===== src/rtl/muldiv_unit.sv =====
// Iterative RV32M mul/div: multiply and fast-path divide finish 2 cycles after start, normal divide 33.
// No backpressure: start is accepted only in IDLE. flush aborts without a done pulse.
module muldiv_unit #(
  parameter int DIV_ITERS = 32
) (
  input  logic        i_clk,
  input  logic        i_rst,
  input  logic        i_start,
  input  logic [2:0]  i_funct3,
  input  logic [31:0] i_src_a,
  input  logic [31:0] i_src_b,
  input  logic        i_flush,
  output logic        o_busy,
  output logic        o_done,
  output logic [31:0] o_result
);

  typedef enum logic [1:0] {S_IDLE, S_MUL, S_DIV, S_DONE} state_t;

  state_t      r_state, w_state_nxt;
  logic [2:0]  r_op;
  logic [31:0] r_a, r_b, r_rem, r_quo, r_result;
  logic [5:0]  r_cnt;

  // Launch-time decode on the live operands
  logic        w_launch, w_in_signed, w_fast;
  logic [31:0] w_in_a_mag;
  assign w_launch    = i_start && !i_flush;
  assign w_in_signed = !i_funct3[0];
  assign w_fast      = i_funct3[2] && ((i_src_b == 32'h0) ||
                       (w_in_signed && i_src_a == 32'h8000_0000 && i_src_b == 32'hFFFF_FFFF));
  assign w_in_a_mag  = (w_in_signed && i_src_a[31]) ? -i_src_a : i_src_a;

  // Multiply on 33-bit extended operands, widened to 64 so the low 64 product bits are exact
  logic        w_a_sgn, w_b_sgn;
  logic [63:0] w_a_ext, w_b_ext, w_prod;
  logic [31:0] w_fast_res, w_mul_res;
  assign w_a_sgn    = (r_op[1:0] != 2'b11);
  assign w_b_sgn    = !r_op[1];
  assign w_a_ext    = {{32{w_a_sgn & r_a[31]}}, r_a};
  assign w_b_ext    = {{32{w_b_sgn & r_b[31]}}, r_b};
  assign w_prod     = w_a_ext * w_b_ext;
  assign w_fast_res = (r_b == 32'h0) ? (r_op[1] ? r_a : 32'hFFFF_FFFF)
                                     : (r_op[1] ? 32'h0 : 32'h8000_0000);
  assign w_mul_res  = r_op[2] ? w_fast_res :
                      (r_op[1:0] == 2'b00) ? w_prod[31:0] : w_prod[63:32];

  // One restoring-division step; remainder stays below the divisor so bit 32 of the diff is the borrow
  logic        w_signed, w_last, w_qbit;
  logic [31:0] w_b_mag, w_rem_new, w_quo_new, w_q_final, w_r_final;
  logic [32:0] w_shift, w_diff;
  assign w_signed  = !r_op[0];
  assign w_last    = (r_cnt == 6'(DIV_ITERS - 1));
  assign w_b_mag   = (w_signed && r_b[31]) ? -r_b : r_b;
  assign w_shift   = {r_rem, r_quo[31]};
  assign w_diff    = w_shift - {1'b0, w_b_mag};
  assign w_qbit    = !w_diff[32];
  assign w_rem_new = w_qbit ? w_diff[31:0] : w_shift[31:0];
  assign w_quo_new = {r_quo[30:0], w_qbit};
  assign w_q_final = (w_signed && (r_a[31] ^ r_b[31])) ? -w_quo_new : w_quo_new;
  assign w_r_final = (w_signed && r_a[31]) ? -w_rem_new : w_rem_new;

  always_comb begin
    w_state_nxt = r_state;
    case (r_state)
      S_IDLE:  if (w_launch) w_state_nxt = (!i_funct3[2] || w_fast) ? S_MUL : S_DIV;
      S_MUL:   w_state_nxt = S_DONE;
      S_DIV:   if (w_last) w_state_nxt = S_DONE;
      S_DONE:  w_state_nxt = S_IDLE;
      default: w_state_nxt = S_IDLE;
    endcase
    if (i_flush) w_state_nxt = S_IDLE;
  end

  always_ff @(posedge i_clk) begin
    if (i_rst) begin
      r_state  <= S_IDLE;
      r_op     <= 3'b0;
      r_a      <= 32'h0;
      r_b      <= 32'h0;
      r_rem    <= 32'h0;
      r_quo    <= 32'h0;
      r_cnt    <= 6'd0;
      r_result <= 32'h0;
    end else begin
      r_state <= w_state_nxt;
      case (r_state)
        S_IDLE: if (w_launch) begin
          r_op  <= i_funct3;
          r_a   <= i_src_a;
          r_b   <= i_src_b;
          r_cnt <= 6'd0;
          r_rem <= 32'h0;
          r_quo <= w_in_a_mag;
        end
        S_MUL: if (!i_flush) r_result <= w_mul_res;
        S_DIV: if (!i_flush) begin
          r_cnt <= r_cnt + 6'd1;
          r_rem <= w_rem_new;
          r_quo <= w_quo_new;
          if (w_last) r_result <= r_op[1] ? w_r_final : w_q_final;
        end
        default: ;
      endcase
    end
  end

  assign o_busy   = (r_state == S_MUL) || (r_state == S_DIV);
  assign o_done   = (r_state == S_DONE);
  assign o_result = r_result;

endmodule

===== config.mk =====
export PLATFORM = sky130hd
export DESIGN_NAME = muldiv_unit
export DESIGN_NICKNAME = d
export VERILOG_FILES = /design/src/rtl/muldiv_unit.sv
export SDC_FILE = /design/constraint.sdc
export NUM_CORES = 2
export LEC_CHECK = 0
export CORE_UTILIZATION = 57
export DETAILED_ROUTE_END_ITERATION = 10
export PLACE_DENSITY = 0.85
export SYNTH_ARGS = -nofsm -noshare
export SYNTH_HDL_FRONTEND = slang
export SYNTH_SLANG_ARGS = --single-unit

===== constraint.sdc =====
create_clock -name i_clk -period 11.7 [get_ports i_clk]
set_input_delay 1.17 -clock i_clk [delete_from_list [all_inputs] [get_ports i_clk]]
set_output_delay 1.17 -clock i_clk [all_outputs]
set_load 0.01 [all_outputs]

# Yosys cells after proc, flatten, opt, wreduce, memory -nomap -nowiden

Cells that the tools add are included.

Add/subtract/negate cells: 6
$mul: 1
Equality and inequality tests: 11
Mux-type cells: 28
Bitwise logic cells: 3
Reductions and logical operators: 28

Operators with widths:

| kind                                                            | count |
|---|---|
| 32-bit two-way mux                                              | 18 |
| 32-bit one-hot mux with 2 select lines                          | 3 |
| 32-bit negation                                                 | 4 |
| 32-bit == test, second input constant                           | 2 |
| 32-bit zero test                                                | 2 |
| 33-bit by 33-bit multiplier with 64-bit output                  | 1 |
| 33-bit by 32-bit subtractor with 33-bit output                  | 1 |
| 6-bit two-way mux                                               | 2 |
| 6-bit one-hot mux with 2 select lines                           | 1 |
| 2-bit inequality test, second input constant                    | 5 |
| 1-bit logical AND                                               | 8 |
| 2-bit one-hot mux with 4 select lines                           | 1 |
| 6-bit by 1-bit adder with 6-bit output, second input constant   | 1 |
| 6-bit by 5-bit == test with 1-bit output, second input constant | 1 |
| 1-bit zero test                                                 | 6 |
| 2-bit two-way mux                                               | 3 |
| 2-bit == test, second input constant                            | 2 |
| 2-bit zero test                                                 | 2 |
| 2-bit AND reduction                                             | 2 |
| 4-bit AND reduction                                             | 1 |
| 2-bit nonzero test                                              | 2 |
| 1-bit logical OR                                                | 3 |
| 3-bit AND reduction                                             | 1 |
| 1-bit bitwise AND                                               | 2 |
| other kinds (3)                                                 | 3 |

Flip-flop bits (word level): 171
Bits of input ports: 71
Output and inout bits: 34

# Longest topological paths before layout

Depth in word-level cells: 11
Mapped depth: 32
Gate-level depth less buffers: 29

# Least setup slack after synthesis

Ideal clock, no wire load.

Path kind: reg2reg
Start point: register r_a[31]
End point: register r_result[27], in the netlist o_result[27]
Setup time: 0.126 ns
Arrival time: 8.568 ns
Slack: 3.006 ns
Cell stages (with the launch flop): 31
Buffers on the path: 3
Clock period less this slack: 8.694 ns
Cell sequence: dfxtp_1 > clkbuf_1 > a21boi_0 > clkbuf_1 > clkbuf_1 > nand2_1 > fa_1 > fa_1 > inv_1 > fa_1 > inv_1 > fa_1 > inv_1 > fa_1 > fa_1 > fa_1 > inv_1 > fa_1 > inv_1 > ha_1 > a21o_1 > a21o_1 > a21oi_1 > o21ai_0 > a31o_2 > a211o_1 > a31oi_1 > xor2_1 > a221oi_1 > a21oi_1 > o211ai_2

Word-level cells in the longest chain between the ends: 7
Elaborated cells on any way between the ends: 14
Those cells by class: mul (1); mux (9); bitwise (2); reduce/logical (2)

Ends and longest elaborated chain:

| what                                                                                                   | RTL line | RTL |
|---|---|---|
| start, declared                                                                                        | 22       | `logic [31:0] r_a, r_b, r_rem, r_quo, r_result;` |
| start signal, assigned                                                                                 | 90       | `r_a <= i_src_a;` |
| parallel branches: the longest is 6 deep, another holds 33-bit by 33-bit multiplier with 64-bit output | -        |  |
| 32-bit one-hot mux with 2 select lines *                                                               | 87       | `case (r_state)` |
| end signal, assigned                                                                                   | 96       | `S_MUL: if (!i_flush) r_result <= w_mul_res;` |
| end signal, assigned                                                                                   | 101      | `if (w_last) r_result <= r_op[1] ? w_r_final : w_q_final;` |
| end, declared                                                                                          | 22       |  |

Every way passes the cells marked *. The select of a mux whose other input is x is not followed.
A chain may end at the register's enable or synchronous reset.

# Final worst setup path

Start point: register r_op[1]
End point: register r_result[27], in the netlist o_result[27]

Word-level cells in the longest chain between the ends: 7
Elaborated cells on any way between the ends: 15
Those cells by class: mul (1); eq/ne (1); mux (9); bitwise (2); reduce/logical (2)

Ends and longest elaborated chain:

| what                                                     | RTL line | RTL |
|---|---|---|
| start, declared                                          | 21       | `logic [2:0] r_op;` |
| start signal, assigned                                   | 89       | `r_op <= i_funct3;` |
| 2-bit inequality test or 1-bit zero test (tied branches) | 38, 39   |  |
| 1-bit bitwise AND, on equally long branches              | 40, 41   |  |
| 33-bit by 33-bit multiplier with 64-bit output           | 42       | `assign w_prod = w_a_ext * w_b_ext;` |
| 32-bit two-way mux                                       | 46       | `(r_op[1:0] == 2'b00) ? w_prod[31:0] : w_prod[63:32];` |
| 32-bit two-way mux                                       | 45       | `assign w_mul_res = r_op[2] ? w_fast_res :` |
| 32-bit two-way mux                                       | 96       |  |
| 32-bit one-hot mux with 2 select lines *                 | 87       |  |

Every way passes the cells marked *; elsewhere a longest branch is shown, timed or not. The select of a mux whose other input is x is not followed.

==> summary.md <==
| Metric | Value |
|---|---|
| Detailed Place HPWL | `123 mm` |
| Endpoint class of the critical path | `flop` |
| Core Rows | `108` |
| NumNets Final | `7286` |
| EDFF count, synth | `0` |
| Crit-path slowest cell | `fa_1` |
| Residual DRC count | `0` |
| Die Wd | `300 um` |
| Final wirelength | `160 mm` |
| Clock sinks | `171` |
| Syn_nets | `7458` |
| CTS buffer count | `17` |
| Sequential area share after synthesis | `6.76%` |
| Hold Path Class | `reg -> reg` |
| RR Startpoint | `r_op[1]$_SDFFE_PP0P_` |
| Slew @ Worst Pin | `1.29 ns` |
| Avg Inst Size Synth | `8.44 um2` |
| IO Pins | `105` |
| Worst Hold Path EP | `r_a[8]$_SDFFE_PP0P_` |
| Pwr Density | `51.3 nW/um2` |
| PortBufs | `104` |
| Hold depth | `2` |
| RSZ-0062 raised after global routing | `no` |
| Count leader, synth | `inv_1` |
| Post_cts resized | `0` |
| Count of pins over their slew limit | `0` |
| Status | `completed` |
| Critical Path RT | `12.04 ns` |
| Crit Path Category | `reg -> reg` |
| Reg2reg path depth | `31` |
| Root Buffer | `clkbuf_16` |
| Post-DR vias/cell | `6.05` |
| Multi-input logic area | `41500 um2` |
| Crit-path max FO | `32` |
| Critical path's most frequent cell | `fa_1` |
| Worst Skew | `0.0147 ns` |
| Non-filler instance count after layout | `7009` |
| Die area | `90100 um2` |
| Number of global-route vias before repair | `45064` |
| Core box area | `87400 um2` |
| Setup_tns | `0 ns` |
| Overall Global Routing Usage | `36.7%` |
| Vias | `42405` |
| Async set or reset register ratio after synthesis | `0%` |
| Largest net degree at the start of global routing | `70` |
| Layout fillers | `7280` |
| F_max | `104 MHz` |
| Worst min-delay path startpoint | `r_a[8]$_SDFFE_PP0P_` |
| Syn Inst Count | `6007` |
| Post-synth top area share | `44.5%` |
| Relative slew slack | `14.1%` |
| Remaining Overflow, GRT | `0` |
| First-pass GRT wire length | `253 mm` |
| Top post-synthesis cells by count | `inv_1 (1128), fa_1 (1126), nand2_1 (1051)` |
| Yosys reg bits | `171` |
| CTS Buffer Depth | `2` |
| Final hold vios | `0` |
| Wire per inst | `22.8 um` |
| Initial antenna violation count | `9` |
| Post-route ant nets | `0` |
| Storage cell area | `3420 um2` |
| Worst-path clk slew | `0.07 ns` |
| Share of layout cells above drive strength 1 | `2.92%` |
| CP arrival | `9.96 ns` |
| CTS tree | `built` |
| Ys flop type | `dfxtp_1` |
| Yosys warning count | `0` |
| Drt initial violations | `4629` |
| Worst-Skew Late Latency | `0.46 ns` |
| Critical path's largest stage delay | `0.78 ns` |
| Max-cap check violation count | `0` |
| Worst IR drop on VDD | `112 uV` |
| H-tree depth | `4` |
| Placer congestion estimate | `1.07` |
| Cells after DPL | `6971` |
| Setup bufs post-CTS | `0` |
| Cell accounting for the most synthesized area | `fa_1` |
| Leak | `25.2 nW` |
| Worst Setup Start Kind | `flop` |
| Leading post-synthesis cells by cell area | `fa_1 (44%), inv_1 (8.4%), nand2_1 (7.8%), dfxtp_1 (6.8%), ha_1 (6.3%)` |
| Period utilization | `82.2%` |
| Die height | `300 um` |
| Initial Util | `58.0%` |
| # setup viols final | `0` |
| Post-Syn Area | `50700 um2` |
| R2r endpoint | `o_result[27]$_SDFFE_PP0P_` |
| First drt pass iteration count | `8` |
| Post-synth cell types | `84` |
| Fin crit period | `9.62 ns` |
| Area growth syn-to-layout | `4.57%` |
| R2r setup slk | `2.08 ns` |
| Hold-fix buffers at CTS | `0` |
[final cells by class]
| cell class | count | share of cell area, % |
|---|---|---|
| Multi-Input combinational cell | 4320 | 78.4 |
| Tap cell | 1155 | 2.73 |
| Antenna cell | 6 | 0.0283 |
| Timing Repair Buffer | 196 | 3.26 |
| Inverter | 1129 | 8.00 |
| Clock buffer | 20 | 0.862 |
| Clock inverter | 12 | 0.257 |
| Sequential cell | 171 | 6.46 |
[cell usage in the layout (no fill, tap or decap), types with 103 or more instances in the layout]
master and instances:
and2_1 373, o21ai_0 125, nor2_1 229, nand2_1 1051, ha_1 253, inv_1 1128
clkdlybuf4s50_1 103, a21oi_1 239, fa_1 1126, dfxtp_1 170, xnor2_1 106
[state kept, by name, summed over array words and instances, names as in the netlist]
signal / count
o_result: 32
r_a: 32
r_b: 32
r_quo: 32
r_rem: 32
r_cnt: 6
r_op: 3
r_state: 2
[layer usage]
| metal | share of wire (%) | global-route usage (%) | vias up |
|---|---|---|---|
| li1 | - | - | 18008 |
| met1 | 36 | 45.4 | 21277 |
| met2 | 45 | 57.1 | 2499 |
| met3 | 11 | 10.3 | 615 |
| met4 | 7.4 | 22.7 | 6 |
| met5 | 0.025 | 0 | - |
[how the worst max path moves through the flow]
stage / start / end / slack, ns / cells past startpoint
detailed placement: r_op[1]$_SDFFE_PP0P_ / o_result[27]$_SDFFE_PP0P_ / 2.21 / 31
floorplan: r_a[31]$_SDFFE_PP0P_ / o_result[27]$_SDFFE_PP0P_ / 3.01 / 30
global placement: r_op[1]$_SDFFE_PP0P_ / o_result[27]$_SDFFE_PP0P_ / 2.39 / 31
finish: r_op[1]$_SDFFE_PP0P_ / o_result[27]$_SDFFE_PP0P_ / 2.08 / 31
CTS: r_op[1]$_SDFFE_PP0P_ / o_result[27]$_SDFFE_PP0P_ / 2.18 / 31
global route: r_op[1]$_SDFFE_PP0P_ / o_result[26]$_SDFFE_PP0P_ / 1.65 / 28
[critical path: cells and delay by family, from the launching register on]
family                     cells  cell delay (ns)
buffers and inverters          9             1.87
and+or+nand+nor                1             0.18
DFF                            1             0.33
xor gates and xnor gates       1             0.17
AOI/OAI and AO/OA             11             1.92
adders and majority gates      9             4.97
[kinds of logic after synthesis]
logic type / synth area share (%)
and+or+nand+nor: 18.1
buffers and inverters: 11.3
adders and majority gates: 50.8
AOI/OAI and AO/OA: 9.20
xor gates and xnor gates: 3.35
DFF: 6.76
muxes: 0.499
[power by group]
group / internal [mW] / switching [mW]
sequential: 0.602 / 0.0424
combinational: 0.498 / 0.975
clock: 0.329 / 0.271
[metrics by stage]
step	hold slack (ns)	util (%)	power, mW	setup WS [ns]	area, um2
finish	0.460	60.6	2.72	2.08	53000
detailed placement	0.450	59.9	2.07	2.21	52400
global placement	0.443	59.9	2.04	2.39	52400
global route	0.480	60.6	2.86	1.65	53000
CTS	0.459	60.6	2.66	2.18	53000
floorplan	0.449	-	1.60	3.01	50700
Note: power is estimated with default switching activity, not from simulation.
